===== src/rtl/uart_vec_bridge_if.sv =====
// ============================================================================
// Module  : uart_vec_bridge_if
// Brief   : Byte-stream handshake bundle between the usb_uart pipeline and
//           uart_vec_bridge (RX bytes from host, TX bytes to host).
// Revision: 1.0 - initial release
// ============================================================================
`default_nettype none

interface uart_vec_bridge_if;
    logic [7:0] rx_data;
    logic       rx_valid;
    logic       rx_ready;
    logic [7:0] tx_data;
    logic       tx_valid;
    logic       tx_ready;

    modport master (
        output rx_data, rx_valid, tx_ready,
        input  rx_ready, tx_data, tx_valid
    );

    modport slave (
        input  rx_data, rx_valid, tx_ready,
        output rx_ready, tx_data, tx_valid
    );
endinterface

`default_nettype wire


===== src/rtl/uart_vec_bridge.sv =====
// ============================================================================
// Module  : uart_vec_bridge
// Brief   : Byte-command bridge that drives a bit vector and returns ASCII
//           snapshots of a result vector as terminated frames.
// Revision: 1.0 - initial release
// ============================================================================
`default_nettype none

module uart_vec_bridge #(
    parameter int         IN_LEN    = 64,
    parameter int         OUT_LEN   = 64,
    parameter logic [7:0] END_TOKEN = 8'h2A,
    parameter logic [7:0] ZERO_CHAR = 8'h30
) (
    input  wire logic               clk_48mhz,
    input  wire logic               reset,
    uart_vec_bridge_if.slave        uart,
    output logic [IN_LEN-1:0]       vec_out,
    input  wire logic [OUT_LEN-1:0] vec_in,
    output logic                    busy,
    output logic                    cmd_err,
    output logic                    rx_seen
);

    localparam int                 C_CUR_W = $clog2(OUT_LEN + 1);
    localparam logic [C_CUR_W-1:0] C_LAST  = C_CUR_W'(OUT_LEN - 1);

    typedef enum logic [1:0] {
        ST_IDLE = 2'd0,
        ST_SEND = 2'd1,
        ST_TERM = 2'd2
    } state_t;

    state_t               r_state;
    logic [IN_LEN-1:0]    r_vec_out;
    logic [5:0]           r_page;
    logic                 r_stream_en;
    logic                 r_pending;
    logic                 r_busy;
    logic                 r_cmd_err;
    logic                 r_rx_seen;
    logic                 r_rx_ready;
    logic                 r_tx_valid;
    logic [7:0]           r_tx_data;
    logic [OUT_LEN-1:0]   r_snap;
    logic [C_CUR_W-1:0]   r_cursor;

    logic                 w_rx_fire;
    logic                 w_tx_fire;
    logic                 w_req_frame;
    logic                 w_start;
    logic [12:0]          w_idx;
    logic                 w_idx_ok;
    logic [OUT_LEN-1:0]   w_snap_nxt;

    function automatic logic [7:0] bit_char(input logic b);
        return ZERO_CHAR + {7'd0, b};
    endfunction

    assign w_rx_fire   = uart.rx_valid && r_rx_ready;
    assign w_tx_fire   = r_tx_valid && uart.tx_ready;
    assign w_req_frame = w_rx_fire && (uart.rx_data == 8'hC0);
    assign w_idx       = {1'b0, r_page, uart.rx_data[6:1]};
    assign w_idx_ok    = (w_idx < 13'(IN_LEN));
    assign w_snap_nxt  = r_snap >> 1;

    // A frame starts from idle, or directly off the terminator accept so
    // consecutive frames run without an idle cycle.
    assign w_start = (r_pending || r_stream_en) &&
                     ((r_state == ST_IDLE) || ((r_state == ST_TERM) && w_tx_fire));

    always_ff @(posedge clk_48mhz or posedge reset) begin
        if (reset) begin
            r_rx_ready  <= 1'b0;
            r_rx_seen   <= 1'b0;
            r_cmd_err   <= 1'b0;
            r_vec_out   <= '0;
            r_page      <= 6'd0;
            r_stream_en <= 1'b0;
        end else begin
            r_rx_ready <= 1'b1;
            if (w_rx_fire) begin
                r_rx_seen <= 1'b1;
                if (!uart.rx_data[7]) begin
                    if (w_idx_ok) begin
                        for (int i = 0; i < IN_LEN; i++) begin
                            if (w_idx == 13'(i)) begin
                                r_vec_out[i] <= uart.rx_data[0];
                            end
                        end
                    end else begin
                        r_cmd_err <= 1'b1;
                    end
                end else if (!uart.rx_data[6]) begin
                    r_page <= uart.rx_data[5:0];
                end else begin
                    case (uart.rx_data)
                        8'hC0:   ;
                        8'hC1:   r_stream_en <= 1'b1;
                        8'hC2:   r_stream_en <= 1'b0;
                        8'hC3:   r_vec_out   <= '0;
                        8'hC4:   r_cmd_err   <= 1'b0;
                        default: r_cmd_err   <= 1'b1;
                    endcase
                end
            end
        end
    end

    always_ff @(posedge clk_48mhz or posedge reset) begin
        if (reset) begin
            r_state    <= ST_IDLE;
            r_snap     <= '0;
            r_cursor   <= '0;
            r_pending  <= 1'b0;
            r_busy     <= 1'b0;
            r_tx_valid <= 1'b0;
            r_tx_data  <= 8'd0;
        end else begin
            if (w_start) begin
                r_snap     <= vec_in;
                r_cursor   <= '0;
                r_pending  <= 1'b0;
                r_busy     <= 1'b1;
                r_tx_data  <= bit_char(vec_in[0]);
                r_tx_valid <= 1'b1;
                r_state    <= ST_SEND;
            end else begin
                case (r_state)
                    ST_SEND: begin
                        if (w_tx_fire) begin
                            if (r_cursor == C_LAST) begin
                                r_tx_data <= END_TOKEN;
                                r_state   <= ST_TERM;
                            end else begin
                                r_cursor  <= r_cursor + 1'b1;
                                r_snap    <= w_snap_nxt;
                                r_tx_data <= bit_char(w_snap_nxt[0]);
                            end
                        end
                    end
                    ST_TERM: begin
                        if (w_tx_fire) begin
                            r_tx_valid <= 1'b0;
                            r_busy     <= 1'b0;
                            r_state    <= ST_IDLE;
                        end
                    end
                    default: r_state <= ST_IDLE;
                endcase
            end
            // A request landing on a frame-start edge is kept for a later frame.
            if (w_req_frame) begin
                r_pending <= 1'b1;
            end
        end
    end

    assign uart.rx_ready = r_rx_ready;
    assign uart.tx_data  = r_tx_data;
    assign uart.tx_valid = r_tx_valid;
    assign vec_out       = r_vec_out;
    assign busy          = r_busy;
    assign cmd_err       = r_cmd_err;
    assign rx_seen       = r_rx_seen;

endmodule

`default_nettype wire

===== src/flat_wrapper.sv =====
// flat-port wrapper written by rule: the top's interface ports become plain ports
module uart_vec_bridge_flat 
#(
    parameter int         IN_LEN    = 64,
    parameter int         OUT_LEN   = 64,
    parameter logic [7:0] END_TOKEN = 8'h2A,
    parameter logic [7:0] ZERO_CHAR = 8'h30
)
  (clk_48mhz, reset, vec_out, vec_in, busy, cmd_err, rx_seen, uart_rx_data, uart_rx_valid, uart_tx_ready, uart_rx_ready, uart_tx_data, uart_tx_valid);
  uart_vec_bridge_if uart_i ();
  input  wire logic clk_48mhz;
  input  wire logic reset;
  output logic [IN_LEN-1:0] vec_out;
  input  wire logic [OUT_LEN-1:0] vec_in;
  output logic busy;
  output logic cmd_err;
  output logic rx_seen;
  input wire logic [$bits(uart_i.rx_data)-1:0] uart_rx_data;
  input wire logic [$bits(uart_i.rx_valid)-1:0] uart_rx_valid;
  input wire logic [$bits(uart_i.tx_ready)-1:0] uart_tx_ready;
  output wire logic [$bits(uart_i.rx_ready)-1:0] uart_rx_ready;
  output wire logic [$bits(uart_i.tx_data)-1:0] uart_tx_data;
  output wire logic [$bits(uart_i.tx_valid)-1:0] uart_tx_valid;
  assign uart_i.rx_data = uart_rx_data;
  assign uart_i.rx_valid = uart_rx_valid;
  assign uart_i.tx_ready = uart_tx_ready;
  assign uart_rx_ready = uart_i.rx_ready;
  assign uart_tx_data = uart_i.tx_data;
  assign uart_tx_valid = uart_i.tx_valid;
  uart_vec_bridge #(.IN_LEN(IN_LEN), .OUT_LEN(OUT_LEN), .END_TOKEN(END_TOKEN), .ZERO_CHAR(ZERO_CHAR)) u_core (.clk_48mhz(clk_48mhz), .reset(reset), .uart(uart_i), .vec_out(vec_out), .vec_in(vec_in), .busy(busy), .cmd_err(cmd_err), .rx_seen(rx_seen));
endmodule

===== config.mk =====
export PLATFORM = sky130hd
export DESIGN_NAME = uart_vec_bridge_flat
export DESIGN_NICKNAME = d
export VERILOG_FILES = /design/src/rtl/uart_vec_bridge_if.sv /design/src/rtl/uart_vec_bridge.sv /design/src/flat_wrapper.sv
export SDC_FILE = /design/constraint.sdc
export NUM_CORES = 1
export LEC_CHECK = 0
export ABC_AREA = 1
export CELL_PAD_IN_SITES_DETAIL_PLACEMENT = 1
export CELL_PAD_IN_SITES_GLOBAL_PLACEMENT = 1
export CORE_ASPECT_RATIO = 0.6
export CORE_MARGIN = 2
export CORE_UTILIZATION = 41
export DETAILED_ROUTE_END_ITERATION = 10
export PLACE_DENSITY_LB_ADDON = 0.1
export SYNTH_ARGS = -nofsm -noshare
export SYNTH_HDL_FRONTEND = slang
export SYNTH_SLANG_ARGS = --single-unit

===== constraint.sdc =====
create_clock -name clk_48mhz -period 14.34 [get_ports clk_48mhz]
set_clock_uncertainty 0.05 [all_clocks]
set_input_delay 2.151 -clock clk_48mhz [delete_from_list [all_inputs] [get_ports clk_48mhz]]
set_output_delay 2.151 -clock clk_48mhz [all_outputs]
set_load 0.01 [all_outputs]

# Word level (Yosys, flattened, before mapping)

Cells that the tools add are included.

Flip-flop bits (word level): 157
Bits of input ports: 76

Add/sub/neg operators: 3
Magnitude comparators: 1
Eq/ne operators: 79
Muxes and demuxes: 95
Bitwise logic cells: 1
Reduce and logical (&&, ||, !) cells: 151

Operator list:

| cell                  | number |
|---|---|
| $mux W64              | 8 |
| $eq A12 B6 Y1 const B | 32 |
| $reduce_and A5 Y1     | 64 |
| $eq A12 B5 Y1 const B | 16 |
| $reduce_bool A2 Y1    | 70 |
| $eq A12 B4 Y1 const B | 8 |
| $mux W1               | 72 |
| $eq A12 B3 Y1 const B | 4 |
| $eq A8 B8 Y1 const B  | 5 |
| $mux W8               | 4 |
| $mux W7               | 4 |
| $eq A12 B2 Y1 const B | 2 |
| $add A6 B1 Y7 const A | 2 |
| $logic_not A13 Y1     | 1 |
| $eq A12 B1 Y1 const B | 1 |
| $lt A12 B7 Y1 const B | 1 |
| $ne A3 B1 Y1 const B  | 3 |
| $reduce_and A3 Y1     | 3 |
| $mux W2               | 4 |
| $reduce_and A4 Y1     | 2 |
| $add A7 B1 Y7 const B | 1 |
| $eq A7 B6 Y1 const B  | 1 |
| $ne A2 B2 Y1 const B  | 3 |
| $logic_and A1 B1 Y1   | 5 |
| 10 further kinds      | 14 |

# Logic depth before layout (Yosys ltp)

Depth in word-level cells: 6
Mapped depth: 9
Gate-level depth less buffers: 9

# Worst setup path after synthesis

No wires, ideal clock.

Path type: input to register
From: input port uart_rx_valid
To: register u_core.r_vec_out[0] (netlist: u_core.vec_out[0])
Setup time: 0.117 ns
Arrival: 3.067 ns
Slack: 11.106 ns
Stages: 7
Cells stage by stage: nand2_1 inv_1 clkbuf_1 clkbuf_1 nand3_1 nand2_1 nand2_1

Word-level cells in the longest chain between the ends: 2

RTL lines:

| item                           | line                  | source |
|---|---|---|
| start: declaration             | flat_wrapper.sv:19    | `input wire logic [$bits(uart_i.rx_valid)-1:0] uart_rx_valid;` |
| $logic_and A1 B1 Y1            | uart_vec_bridge.sv:60 | `assign w_rx_fire = uart.rx_valid && r_rx_ready;` |
| $reduce_and A5 Y1 (no line)    | n/a                   |  |
| end signal: indexed assignment | uart_vec_bridge.sv:88 | `r_vec_out[i] <= uart.rx_data[0];` |
| end: declaration               | uart_vec_bridge.sv:35 | `logic [IN_LEN-1:0] r_vec_out;` |

Every way passes these cells.
A chain may end at the register's enable or synchronous reset.

# Worst setup path in the final report

From: input port uart_rx_data[2]
To: register u_core.r_vec_out[24] (netlist: u_core.vec_out[24])

Word-level cells in the longest chain between the ends: 3

RTL lines:

| item                                                                | line                  | source |
|---|---|---|
| start: declaration                                                  | flat_wrapper.sv:18    | `input wire logic [$bits(uart_i.rx_data)-1:0] uart_rx_data;` |
| $lt A12 B7 Y1 (tied with other cells)                               | uart_vec_bridge.sv:64 | `assign w_idx_ok = (w_idx < 13'(IN_LEN));` |
| $reduce_bool A2 Y1 (no line) / $ne A2 B1 Y1 (equally long branches) | n/a                   |  |
| $reduce_and A5 Y1 (no line) (*)                                     | n/a                   |  |

Every way passes the cells marked *; elsewhere a longest branch is shown, timed or not.

==> impl_metrics.sql <==
INSERT INTO impl_metrics (metric_group, metric, value, unit) VALUES
('outcome', 'status', 'completed', ''),
('placed_design', 'placed_cells_incl_taps', '1310', ''),
('clocking', 'clock_insertion_delay_worst_skew', '420', 'ps'),
('synth', 'synthXorXnorAreaFrac', '0', ''),
('synth', 'seq_area_frac_synth', '0.495', ''),
('routing', 'drc_errors', '0', ''),
('global_routing', 'maximum_number_of_pins_on_one_net_before_global_route_repair', '90', ''),
('synth', 'synth-simple-area-share', '0.386', ''),
('clocking', 'clockBufferDepth', '2', ''),
('floorplan', 'initial_utilization', '0.422', ''),
('critical_path', 'timing.setup.critical_path_class', 'input pin to flop', ''),
('hold_path', 'min_path_type', 'flop to flop', ''),
('sta', 'max_slew.worst_pin.slew', '1090', 'ps'),
('clocking', 'post_cts_hold_buffer_count', '0', ''),
('floorplan', 'die_area', '19900', 'um2'),
('sta', 'tns', '0', 'ps'),
('routing', 'route.antenna.remaining_nets', '0', ''),
('placed_design', 'final_wtd_congestion', '0.852', ''),
('sta', 'rsz0062_at_grt', 'false', ''),
('run', 'max_cap_violations', '0', ''),
('hold_path', 'min_from', 'u_core.vec_out[5]', ''),
('sta', 'period_needed', '4470', 'ps'),
('routing', 'avgViaCountPerCell', '5.48', ''),
('power', 'power_density', '127', 'nW/um2'),
('critical_path', 'worst-endpoint-required', '14590', 'ps'),
('synth', 'synth-edff-count', '0', ''),
('power', 'finalPower', '0.00122', 'W'),
('synth', 'syn_area_per_cell', '7.77', 'um2'),
('layout', 'post_layout_nonfiller_instances', '1340', ''),
('sta', 'maxSlewHeadroom', '0.273', ''),
('critical_path', 'reg2reg_to', 'u_core.vec_out[46]', ''),
('global_routing', 'antenna_violations_before_repair', '0', ''),
('critical_path', 'worst-r2r-cell-count', '5', ''),
('synth', 'synth.cell_area', '7680', 'um2'),
('sta', 'setup_viol_count_final', '0', ''),
('layout', 'finalInstanceArea', '9680', 'um2'),
('clocking', 'clk_pin_slew', '70', 'ps'),
('power', 'leakagePower', '4.59', 'nW'),
('synth', 'synth-seq-cells', '152', ''),
('synth', 'synth_fa_ha_area_frac', '0.00163', ''),
('clocking', 'cts_resized', '0', ''),
('placed_design', 'port-buffer-count', '149', ''),
('placed_design', 'placed_cell_area', '9130', 'um2'),
('synth', 'synthDistinctLibCells', '30', ''),
('floorplan', 'boundaryPins', '153', ''),
('layout', 'antennaDiodeCount', '0', ''),
('synth', 'synth_mux_area_frac', '0', ''),
('sta', 'maxSlewViolCount', '0', ''),
('routing', 'vias', '7341', ''),
('floorplan', 'floorplan.die.width', '181', 'um'),
('clocking', 'cts_tree', 'built', ''),
('global_routing', 'grt_usage', '0.250', ''),
('clocking', 'cts.repair_timing.setup_buffer_count', '0', ''),
('synth', 'synth.yosys.warnings', '0', ''),
('clocking', 'clock_tree.root_cell', 'clkbuf_16', ''),
('clocking', 'cts.sink_count', '152', ''),
('sta', 'maxClockFrequency', '0.224', 'GHz'),
('layout', 'layout_cells_sized_above_1', '0.0527', ''),
('global_routing', 'wire_length_of_the_first_global_routing_pass', '39300', 'um'),
('floorplan', 'fp.coreArea', '18200', 'um2'),
('global_routing', 'total_overflow_reported_by_the_global_router', '0', ''),
('power', 'max-vdd-ir-drop', '0.0841', 'mV'),
('sta', 'fin_worst_hold_slack', '423', 'ps'),
('hold_path', 'whs_path_depth', '2', ''),
('hold_path', 'min_delay_worst_endpoint', 'u_core.vec_out[5]', ''),
('sta', 'final.period_utilization', '0.312', ''),
('synth', 'synthCells', '988', ''),
('critical_path', 'critical_path.max_fanout', '89', ''),
('clocking', 'numCtsBuffers', '17', ''),
('placed_design', 'dp_hpwl', '15800', 'um'),
('critical_path', 'worst_setup_path_start_kind', 'input pin', '');
==> cells by family (layout without fill, tap and decap cells) <==
kind of cell,after synthesis,after routing
simple gates,676,676
flops,152,152
buf+inv,101,211
compound gates,56,56
other cells,2,4
fa+ha+maj,1,1
==> area by class of cell <==
| class | instances | area, um2 |
|---|---|---|
| Fill cell | 2215 | 8530 |
| Sequential cell | 152 | 3800 |
| Multi-Input combinational cell | 737 | 3380 |
| Timing Repair Buffer | 156 | 1540 |
| Clock buffer | 19 | 443 |
| Tap cell | 240 | 300 |
| Clock inverter | 11 | 103 |
| Inverter | 25 | 100 |
==> power breakdown <==
group          total (W)  internal [W]  switching, W
Combinational   0.000252      0.000112      0.000141
Sequential      0.000542      0.000495     0.0000468
Clock           0.000429      0.000242      0.000188
==> worst max-delay path by stage <==
stage                         start                  to  slack, ps  cells past startpoint
CTS                 uart_rx_data[7]  u_core.vec_out[36]       9900                      9
global placement    uart_rx_data[2]  u_core.vec_out[16]       9600                     10
finish              uart_rx_data[2]  u_core.vec_out[24]       9870                     10
floorplan                     reset         u_core.busy       8050                      1
global route        uart_rx_data[7]  u_core.vec_out[44]       9680                      9
detailed placement  uart_rx_data[7]  u_core.vec_out[26]       9470                      9
==> per-layer routing <==
layer,up-vias,track usage,part of all wire
met3,6,0.0572,0.060
met4,0,0.0449,0.0036
met5,-,0,0
met1,3659,0.384,0.51
met2,189,0.360,0.43
li1,3487,-,-
==> sequential cells by signal (all words and copies together), names as in the netlist <==
| signal | count |
|---|---|
| u_core.r_page | 6 |
| u_core.r_state | 2 |
| u_core.rx_seen | 1 |
| u_core.vec_out | 64 |
| u_core.r_pending | 1 |
| u_core.uart.tx_data | 4 |
| u_core.r_cursor | 7 |
| u_core.cmd_err | 1 |
| u_core.r_stream_en | 1 |
| u_core.uart.rx_ready | 1 |
| u_core.busy | 1 |
| u_core.r_snap | 63 |
==> synth_stat cells, types with 2 or more instances <==
cell      count  area [um2]
o21ai_1       2        10.0
or2_2         2        12.5
clkbuf_1     19        71.3
buf_4         6        45.0
buf_1         6        22.5
dfrtp_1     152        3800
a21oi_1       3        15.0
nor2_2        5        31.3
nand2_1     411        1540
buf_2        37         185
nand4_1      69         432
inv_1        19        71.3
nand3_1     148         741
inv_2         6        22.5
o21ai_0       9        45.0
buf_6         8        90.1
nor2_4        3        33.8
conb_1        2        7.51
a22oi_1      40         300
nor2_1       31         116
==> layout by cell type (no fill, tap or decap), types with 3 or more instances in the layout <==
| master | instances |
|---|---|
| a21oi_1 | 3 |
| a22oi_1 | 40 |
| buf_4 | 7 |
| clkbuf_16 | 17 |
| clkdlybuf4s50_1 | 149 |
| clkinv_2 | 3 |
| clkinvlp_4 | 6 |
| conb_1 | 4 |
| dfrtp_1 | 152 |
| inv_1 | 17 |
| inv_2 | 6 |
| nand2_1 | 411 |
| nand3_1 | 148 |
| nand4_1 | 69 |
| nor2_1 | 30 |
| nor2_2 | 5 |
| nor2_4 | 4 |
| o21ai_0 | 9 |
==> per-stage QoR <==
step	utilization	setup WS, ps
detailed placement	0.501	9470
global route	0.531	9680
CTS	0.531	9900
floorplan	-	8050
global placement	0.501	9600
finish	0.531	9870
==> critical path: stages <==
cell and delay, ps:
clkdlybuf4s50_1 570, inv_1 280, nand2_1 90, nor2_1 110
nand2_1 100, nand2_4 300, buf_4 750, nand3_1 160
nand2_1 90, nand2_1 50
Power figures use the tool's default switching activity.
